===== src/rtl/elev_pkg.sv =====
// Shared types and helpers for the elevator car controller.
package elev_pkg;

   typedef enum logic [1:0] {IDLE, MOVE, DOOR} state_t;
   typedef enum logic {UP, DOWN} dir_t;

   function automatic int floor_w(input int n);
      return (n > 1) ? $clog2(n) : 1;
   endfunction

endpackage


===== src/rtl/elev_call_reg.sv =====
// Pending-call bank: sticky set per floor, clear on door entry.
// Also splits pending calls into ahead/behind of the car for the current direction.
module elev_call_reg
   import elev_pkg::*;
#(
   parameter int FLOORS  = 4,
   parameter int FLOOR_W = 2
) (
   input  logic               clk,
   input  logic               rst_n,
   input  logic [FLOORS-1:0]  set,
   input  logic [FLOORS-1:0]  clr,
   input  logic [FLOOR_W-1:0] floor,
   input  dir_t               dir,
   output logic [FLOORS-1:0]  pending,
   output logic [FLOORS-1:0]  ahead,
   output logic [FLOORS-1:0]  behind
);

   // Clear has priority so a press on the entry edge does not re-arm the stop.
   always_ff @(posedge clk or negedge rst_n) begin
      if (!rst_n) pending <= '0;
      else        pending <= (pending | set) & ~clr;
   end

   always_comb begin
      ahead  = '0;
      behind = '0;
      for (int f = 0; f < FLOORS; f++) begin
         if (f > int'(floor)) begin
            if (dir == UP) ahead[f]  = pending[f];
            else           behind[f] = pending[f];
         end else if (f < int'(floor)) begin
            if (dir == UP) behind[f] = pending[f];
            else           ahead[f]  = pending[f];
         end
      end
   end

endmodule


===== src/rtl/elev_sched_ctrl.sv =====
// SCAN elevator scheduler: call latch, motor/door sequencing with travel and dwell timers.
// Optional emergency stop (freezes the car in place) built with ELEV_ESTOP_EN.
module elev_sched_ctrl
   import elev_pkg::*;
#(
   parameter int FLOORS     = 4,
   parameter int TRAVEL_CYC = 8,
   parameter int DOOR_CYC   = 6
) (
   input  logic                        clk,
   input  logic                        rst_n,
`ifdef ELEV_ESTOP_EN
   input  logic                        estop_i,
`endif
   input  logic [FLOORS-1:0]           req_i,
   output logic [floor_w(FLOORS)-1:0]  floor_o,
   output logic                        motor_up_o,
   output logic                        motor_dn_o,
   output logic                        door_open_o,
   output logic [FLOORS-1:0]           pending_o,
   output logic                        busy_o
);

   localparam int FLOOR_W = floor_w(FLOORS);
   localparam int TW      = $clog2(TRAVEL_CYC);
   localparam int DW      = $clog2(DOOR_CYC);

   state_t              state, state_nxt;
   dir_t                dir, dir_nxt;
   logic [FLOOR_W-1:0]  floor_nxt, nf;
   logic [TW-1:0]       travel_cnt, travel_nxt;
   logic [DW-1:0]       dwell_cnt, dwell_nxt;
   logic [FLOORS-1:0]   here, nf_hot, set, clr, ahead, behind;

   assign here   = FLOORS'(1) << floor_o;
   assign nf     = (dir == UP) ? floor_o + FLOOR_W'(1) : floor_o - FLOOR_W'(1);
   assign nf_hot = FLOORS'(1) << nf;

   // A press for the open floor only extends the dwell; it never queues a call.
`ifdef ELEV_ESTOP_EN
   assign set = estop_i ? '0 : (req_i & ~((state == DOOR) ? here : '0));
`else
   assign set = req_i & ~((state == DOOR) ? here : '0);
`endif

   elev_call_reg #(.FLOORS(FLOORS), .FLOOR_W(FLOOR_W)) u_calls (
      .clk     (clk),
      .rst_n   (rst_n),
      .set     (set),
      .clr     (clr),
      .floor   (floor_o),
      .dir     (dir),
      .pending (pending_o),
      .ahead   (ahead),
      .behind  (behind)
   );

   always_comb begin
      state_nxt  = state;
      dir_nxt    = dir;
      floor_nxt  = floor_o;
      travel_nxt = travel_cnt;
      dwell_nxt  = dwell_cnt;
      clr        = '0;
      case (state)
         IDLE: begin
            travel_nxt = '0;
            if (|pending_o) begin
               if (|(pending_o & here)) begin
                  state_nxt = DOOR;
                  clr       = here;
                  dwell_nxt = '0;
               end else begin
                  state_nxt = MOVE;
                  if (!(|ahead)) dir_nxt = (dir == UP) ? DOWN : UP;
               end
            end
         end
         MOVE: begin
            if (travel_cnt == TW'(TRAVEL_CYC - 1)) begin
               travel_nxt = '0;
               floor_nxt  = nf;
               // Masks are relative to the floor being left, so re-base them on nf.
               if (|(pending_o & nf_hot)) begin
                  state_nxt = DOOR;
                  clr       = nf_hot;
                  dwell_nxt = '0;
               end else if (|(ahead & ~nf_hot)) begin
                  state_nxt = MOVE;
               end else if (|(behind | (pending_o & here))) begin
                  dir_nxt   = (dir == UP) ? DOWN : UP;
               end else begin
                  state_nxt = IDLE;
               end
               if (nf == FLOOR_W'(FLOORS - 1)) dir_nxt = DOWN;
               if (nf == '0)                   dir_nxt = UP;
            end else begin
               travel_nxt = travel_cnt + TW'(1);
            end
         end
         DOOR: begin
            if (|(req_i & here)) begin
               dwell_nxt = '0;
            end else if (dwell_cnt == DW'(DOOR_CYC - 1)) begin
               state_nxt = IDLE;
               dwell_nxt = '0;
            end else begin
               dwell_nxt = dwell_cnt + DW'(1);
            end
         end
         default: state_nxt = IDLE;
      endcase
`ifdef ELEV_ESTOP_EN
      if (estop_i) begin
         state_nxt  = state;
         dir_nxt    = dir;
         floor_nxt  = floor_o;
         travel_nxt = travel_cnt;
         dwell_nxt  = dwell_cnt;
         clr        = '0;
      end
`endif
   end

   always_ff @(posedge clk or negedge rst_n) begin
      if (!rst_n) begin
         state       <= IDLE;
         dir         <= UP;
         floor_o     <= '0;
         travel_cnt  <= '0;
         dwell_cnt   <= '0;
         motor_up_o  <= 1'b0;
         motor_dn_o  <= 1'b0;
         door_open_o <= 1'b0;
         busy_o      <= 1'b0;
      end else begin
         state       <= state_nxt;
         dir         <= dir_nxt;
         floor_o     <= floor_nxt;
         travel_cnt  <= travel_nxt;
         dwell_cnt   <= dwell_nxt;
         busy_o      <= (state_nxt != IDLE);
`ifdef ELEV_ESTOP_EN
         motor_up_o  <= !estop_i && (state == MOVE) && (dir == UP);
         motor_dn_o  <= !estop_i && (state == MOVE) && (dir == DOWN);
         door_open_o <= estop_i ? door_open_o : (state == DOOR);
`else
         motor_up_o  <= (state == MOVE) && (dir == UP);
         motor_dn_o  <= (state == MOVE) && (dir == DOWN);
         door_open_o <= (state == DOOR);
`endif
      end
   end

endmodule


===== config.mk =====
export PLATFORM = sky130hd
export DESIGN_NAME = elev_sched_ctrl
export DESIGN_NICKNAME = d
export VERILOG_FILES = /design/src/rtl/elev_pkg.sv /design/src/rtl/elev_call_reg.sv /design/src/rtl/elev_sched_ctrl.sv
export SDC_FILE = /design/constraint.sdc
export NUM_CORES = 1
export LEC_CHECK = 0
export ABC_CLOCK_PERIOD_IN_PS = 5500
export CORE_MARGIN = 4
export CORE_UTILIZATION = 50
export CTS_BUF_LIST = sky130_fd_sc_hd__clkbuf_8
export CTS_CLUSTER_DIAMETER = 30
export CTS_CLUSTER_SIZE = 24
export DETAILED_ROUTE_END_ITERATION = 12
export DONT_BUFFER_PORTS = 1
export PLACE_DENSITY = 0.72
export SLEW_MARGIN = 0
export SYNTH_ARGS = -nofsm -noshare
export SYNTH_HDL_FRONTEND = slang
export SYNTH_SLANG_ARGS = --single-unit

===== constraint.sdc =====
create_clock -name clk -period 5.5 [get_ports clk]
set_input_delay 0.55 -clock clk [delete_from_list [all_inputs] [get_ports clk]]
set_output_delay 0.55 -clock clk [all_outputs]
set_load 0.02 [all_outputs]

Word level (Yosys, flattened, before mapping):

Index checks and enable logic that the tools add are counted.

* shift-type cells: 2
* magnitude comparators: 6
* bitwise gates (word level): 12
* add/sub/neg operators: 4
* divide/modulo/power cells: 0
* equal/unequal tests: 14
* multipliers: 0
* reduce and logical (&&, ||, !) cells: 17
* multiplexer cells: 56

Operator list (number)
* 1-bit 2-to-1 mux: 30
* 4-bit OR reduction: 7
* 4-bit bitwise AND: 6
* 3-bit 2-to-1 mux: 7
* 4-bit 2-to-1 mux: 5
* 2-bit 2-to-1 mux: 9
* 2-bit != test (second input constant): 6
* 4-bit != test (second input constant): 3
* 4-bit inverter: 3
* 3-bit case mux with 3 select lines: 1
* 4-bit bitwise OR: 2
* 4-bit case mux with 2 select lines: 1
* 8-bit AND reduction: 1
* 1-bit by 2-bit << shifter with 4-bit output (first input constant): 2
* 3-bit by 1-bit adder with 3-bit output (second input constant): 2
* 3-bit == test (second input constant): 2
* 2-bit case mux with 3 select lines: 1
* 3-bit case mux with 2 select lines: 1
* 5-bit AND reduction: 1
* 2-bit == test (second input constant): 2
* 2-bit > comparator (first input constant): 2
* 2-bit zero test: 2
* 1-bit by 2-bit less-than comparator with 1-bit output (first input constant): 2
* 2-bit nonzero test: 2
* 10 further kinds: 11

* latch bits: 0
* flip-flop bits (word level): 19
* logic and storage cells: 121
* bits of input ports: 6
* bits in read-only memories: 0
* bits in writable memories: 0
* output and inout port bits: 10
* memories: 0

Depth between registers and ports, before layout:

* depth in word-level cells: 12
* depth in mapped cells: 10
* gate-level depth less buffers: 8

Cells and area by module:

From an unflattened synthesis, not the netlist that was laid out.

* cells, all modules: 141
* area total of the unflattened synthesis: 1272.5 um^2

By module, submodules not included
* elev_sched_ctrl: cells each 113, instances 1, area each 1049.8 um^2, sequential area each 375.4 um^2
* elev_call_reg: cells each 28, instances 1, area each 222.7 um^2, sequential area each 100.1 um^2

Worst setup path before layout:

Ideal clock, no wire load.

* path type: register -> register
* start: register floor_o[0]
* end: register dir
* buffers on the path: 2
* arrival: 2.360 ns
* setup slack: 3.020 ns
* setup time: 0.120 ns
* required time: 5.380 ns
* stages on the path, launching flop included: 11
* period minus slack after synthesis: 2.480 ns
* path through: dfrtp_1 > buf_6 > inv_4 > ha_1 > buf_6 > xor2_4 > mux4_2 > a41oi_2 > nand3_1 > o32a_1 > o211a_1

* cells in the longest elaborated chain, start to end: 8
* elaborated cells on any way between the ends: 45
* those cells by class: 2 x add/sub; 6 x order compare; 6 x eq/ne; 2 x shift; 17 x mux; 5 x bitwise; 7 x reduce/logical

Ends and longest elaborated chain
* start: declaration: RTL line elev_sched_ctrl.sv:16 `output logic [floor_w(FLOORS)-1:0] floor_o,`
* start signal: assignment: RTL line elev_sched_ctrl.sv:139 `floor_o <= floor_nxt;`
* 2-bit by 1-bit adder with 2-bit output or 2-bit by 1-bit subtractor with 2-bit output (tied branches): RTL line elev_sched_ctrl.sv:36 `assign nf = (dir == UP) ? floor_o + FLOOR_W'(1) : floor_o - FLOOR_W'(1);`
* 2-bit 2-to-1 mux: RTL line elev_sched_ctrl.sv:36
* 1-bit by 2-bit << shifter with 4-bit output: RTL line elev_sched_ctrl.sv:37 `assign nf_hot = FLOORS'(1) << nf;`
* 4-bit inverter: RTL line elev_sched_ctrl.sv:88 `end else if (|(ahead & ~nf_hot)) begin`
* 4-bit bitwise AND: RTL line elev_sched_ctrl.sv:88
* 4-bit OR reduction: RTL line elev_sched_ctrl.sv:88
* 4-bit != test (no source line)
* 8-bit AND reduction (no source line)
* end signal: assignment: RTL line elev_sched_ctrl.sv:138 `dir <= dir_nxt;`
* end: declaration: RTL line elev_sched_ctrl.sv:29 `dir_t dir, dir_nxt;`

Parallel ways exist; a longest one is shown, timed or not. The select of a mux whose other input is x is not followed.
A chain may end at the register's enable or synchronous reset.

Final worst setup path:

Ends and elaborated chain as after synthesis.

==> flow_summary_export.csv <==
group,metric,value,unit
job,cap_violations,0,
floorplanning,row_count,18,
sta,hold_ws,0.460,ns
routing,drt_iter0_markers,38,
sta,fin_crit_sh,51.8,%
sta,fin_crit,2.85,ns
power,total_power,0.644,mW
routing,antenna_left,0,
worst_setup_path,crit_path_cell_trace,"inv_4 > ha_1 > xor2_4 > mux4_2 > a41oi_2 > nand3_1 > o32a_1 > o211a_1",
power,leakagePower,0.560,nW
synthesis,synth_simple_gate_area_share,19.6,%
worst_hold_path,min_path_type,"input pin to register",
worst_setup_path,slowest_stage,"dfrtp_1",
sta,fin_skew,0.00419,ns
sta,clock.fmax,351,MHz
floorplanning,die_h,60.0,µm
floorplanning,start_util,53.5,%
synthesis,syn_nets,154,
global_routing,grt_max_degree,20,
power,ir_worst_vdd,0.291,mV
synthesis,synthXorXnorAreaFrac,2.69,%
cells_and_area,multi_input_comb_area,768,µm²
cells_and_area,ff_latch_area,475,µm²
synthesis,synth.distinct_cells,57,
synthesis,synth_adder_area_share,6.49,%
sta,tightest_slew,0.845,ns
place,post-dp-hpwl,2090,µm
clocking,post_cts_resized,0,
clocking,root_buffer,"clkbuf_8",
global_routing,grt_overflow,0,
sta,max_slew_margin,43.5,%
cells_and_area,final_util,54.0,%
worst_setup_path,crit_required,5.65,ns
synthesis,yosys_warnings,0,
sta,finalSetupViolations,0,
cells_and_area,fin_nets,150,
synthesis,synth.ff_latch_count,19,
global_routing,grtUsageTotal,18.2,%
floorplanning,die_w,60.0,µm
sta,hold_violations,0,
floorplanning,core,2520,µm²
cells_and_area,syn_to_final_growth,0.927,%
synthesis,synthMuxAreaShare,1.67,%
routing,drc,0,
clocking,cts_tree,"yes",
clocking,cts.htree.levels,1,
routing,avgRoutedWirePerCell,17.1,µm
global_routing,antenna_found_initial,0,
synthesis,synth_area,1350,µm²
cells_and_area,layout-drive-gt1-share,11.8,%
floorplanning,die-area,3600,µm²
worst_setup_path,arrival,3.00,ns
synthesis,avgSynthCellArea,9.57,µm²
outcome,status,"finished, final reports clean",
floorplanning,ios,16,
global_routing,grt_pass1_wl,5000,µm
worst_setup_path,path_class,"register to register",
routing,drtPass1Iterations,4,
clocking,cts_setup_buffers,0,
routing,drt_wl_total,2840,µm
clocking,clk_path_buf_depth,2,
sta,rsz0062_at_grt,"no",
synthesis,async_flop_share,100,%
clocking,cts.clk_slew.worst_paths,0.07,ns
global_routing,grt_pass1_vias,1085,
routing,viasPerCell,6.67,
place,gp_congestion,0.842,
sta,finalMaxSlewViolations,0,
worst_setup_path,endpoint_kind,"register",
synthesis,ys_seq_area_share,35.2,%
routing,vias,1107,
synthesis,synth_top_family_by_area,"compound AO/OA/AOI/OAI gates",
sta,finalSetupTns,0,ns
clocking,numClockSinks,19,
synthesis,synth_edf_count,0,
worst_setup_path,slowest_delay,0.73,ns
synthesis,synthFlopType,"dfrtp_1",
clocking,cts-buffers-inserted,3,
cells_and_area,fillers,244,
clocking,clock_latency,0.26,ns
place,port_buffers,0,
worst_setup_path,start_kind,"register",
worst_setup_path,path_max_fanout,12,
synthesis,synth_compound_area_share,26.5,%
synthesis,syn_inst,141,
cells_and_area,antenna_cells,0,
power,powerDensity,473,nW/µm²
worst max-delay path, delay by kind of cell, from the launching register on:
family	cells	cell delay, ns
DFF	1	0.73
buffers and inverters	1	0.09
xor gates and xnor gates	1	0.27
adders and majority gates	1	0.52
and+or+nand+nor	1	0.11
muxes	1	0.39
AOI/OAI and AO/OA	3	0.62
worst paths after layout:
check	start	to	slack [ns]	cells past startpoint
setup reg to reg	floor_o[0]$_DFFE_PN0P_	dir$_DFFE_PN0P_	2.65	8
setup / recovery	floor_o[0]$_DFFE_PN0P_	dir$_DFFE_PN0P_	2.65	8
max in group asynchronous	rst_n	u_calls.pending[1]$_DFF_PN0_	4.14	1
hold / removal	req_i[1]	u_calls.pending[1]$_DFF_PN0_	0.46	2
hold reg to reg	travel_cnt[1]$_DFFE_PN0P_	travel_cnt[1]$_DFFE_PN0P_	0.51	2
min in group asynchronous	rst_n	dir$_DFFE_PN0P_	0.83	1
synthesized netlist by cell type (2+ instances only):
cell type | number | area (µm²)
buf_6 | 3 | 33.8
a221oi_1 | 2 | 17.5
a22o_1 | 2 | 17.5
o41ai_1 | 2 | 17.5
inv_1 | 5 | 18.8
o21ai_0 | 6 | 30.0
nor3_1 | 4 | 20.0
o21ai_1 | 3 | 15.0
or3_1 | 2 | 12.5
clkbuf_1 | 2 | 7.51
a21oi_1 | 6 | 30.0
nand2_1 | 15 | 56.3
nor2_1 | 8 | 30.0
ha_1 | 7 | 87.6
nand3_1 | 4 | 20.0
o31ai_1 | 4 | 30.0
dfrtp_1 | 19 | 475
a22oi_1 | 2 | 15.0
a21o_1 | 2 | 15.0
buf_4 | 2 | 15.0
nand2b_1 | 3 | 18.8
nor4_1 | 3 | 18.8
stage by stage:
| stage | setup WS, ns | instance area (µm²) | cells |
|---|---|---|---|
| detailed placement | 2.68 | 1310 | 161 |
| CTS | 2.67 | 1360 | 166 |
| global route | 2.50 | 1360 | 166 |
| global placement | 2.80 | 1310 | 161 |
| floorplan | 3.02 | 1350 | 141 |
| finish | 2.65 | 1360 | 166 |
final cells by class:
| cell class | count | share of cell area [%] |
|---|---|---|
| flip-flops and latches | 19 | 34.9 |
| clock buffers | 3 | 3.03 |
| well taps | 30 | 2.75 |
| multi-input cells | 106 | 56.4 |
| inverters | 6 | 1.84 |
| clock inverters | 1 | 0.367 |
| repair buffers | 1 | 0.735 |
kinds of logic after synthesis:
family	after synthesis
adders and majority gates	7
xor gates and xnor gates	2
DFF	19
AOI/OAI and AO/OA	46
muxes	1
buffers and inverters	16
and+or+nand+nor	50
report_power, final:
part / total [mW] / internal, mW / switching [mW]
Clock: 0.0991 / 0.0505 / 0.0486
Combinational: 0.282 / 0.130 / 0.151
Sequential: 0.263 / 0.177 / 0.0861
Total: 0.644 / 0.358 / 0.286
routing by layer:
layer	global-route usage [%]	routed length (µm)	vias to the layer above
met5	0	0	-
met4	5.70	26	0
met3	3.67	170	4
met2	30.2	1360	47
met1	23.5	1290	539
li1	-	-	517
flip-flops by register name, indices dropped and copies added (netlist names):
name / flops
u_calls.pending: 4
dwell_cnt: 3
travel_cnt: 3
floor_o: 2
state: 2
busy_o: 1
dir: 1
door_open_o: 1
motor_dn_o: 1
motor_up_o: 1
layout by cell type, fill, tap and decap left out, types with 2 or more instances in the layout:
cell / netlist / layout
a21o_1: 2 / 2
a21oi_1: 6 / 6
a221oi_1: 2 / 2
a22o_1: 2 / 2
a22oi_1: 2 / 2
clkbuf_8: 0 / 3
dfrtp_1: 19 / 19
ha_1: 7 / 7
inv_1: 5 / 5
nand2_1: 15 / 15
nand2b_1: 3 / 3
nand3_1: 4 / 4
nor2_1: 8 / 8
nor3_1: 4 / 4
nor4_1: 3 / 3
o21ai_0: 6 / 6
o21ai_1: 3 / 3
o31ai_1: 4 / 4
o41ai_1: 2 / 2
or3_1: 2 / 2
what timing repair did:
action | CTS | global route
hold buffers | 1 | 0
hold endpoints to repair | 19 | 0
endpoints found under the setup margin | 0 | 0
Power figures use the tool's default switching activity.
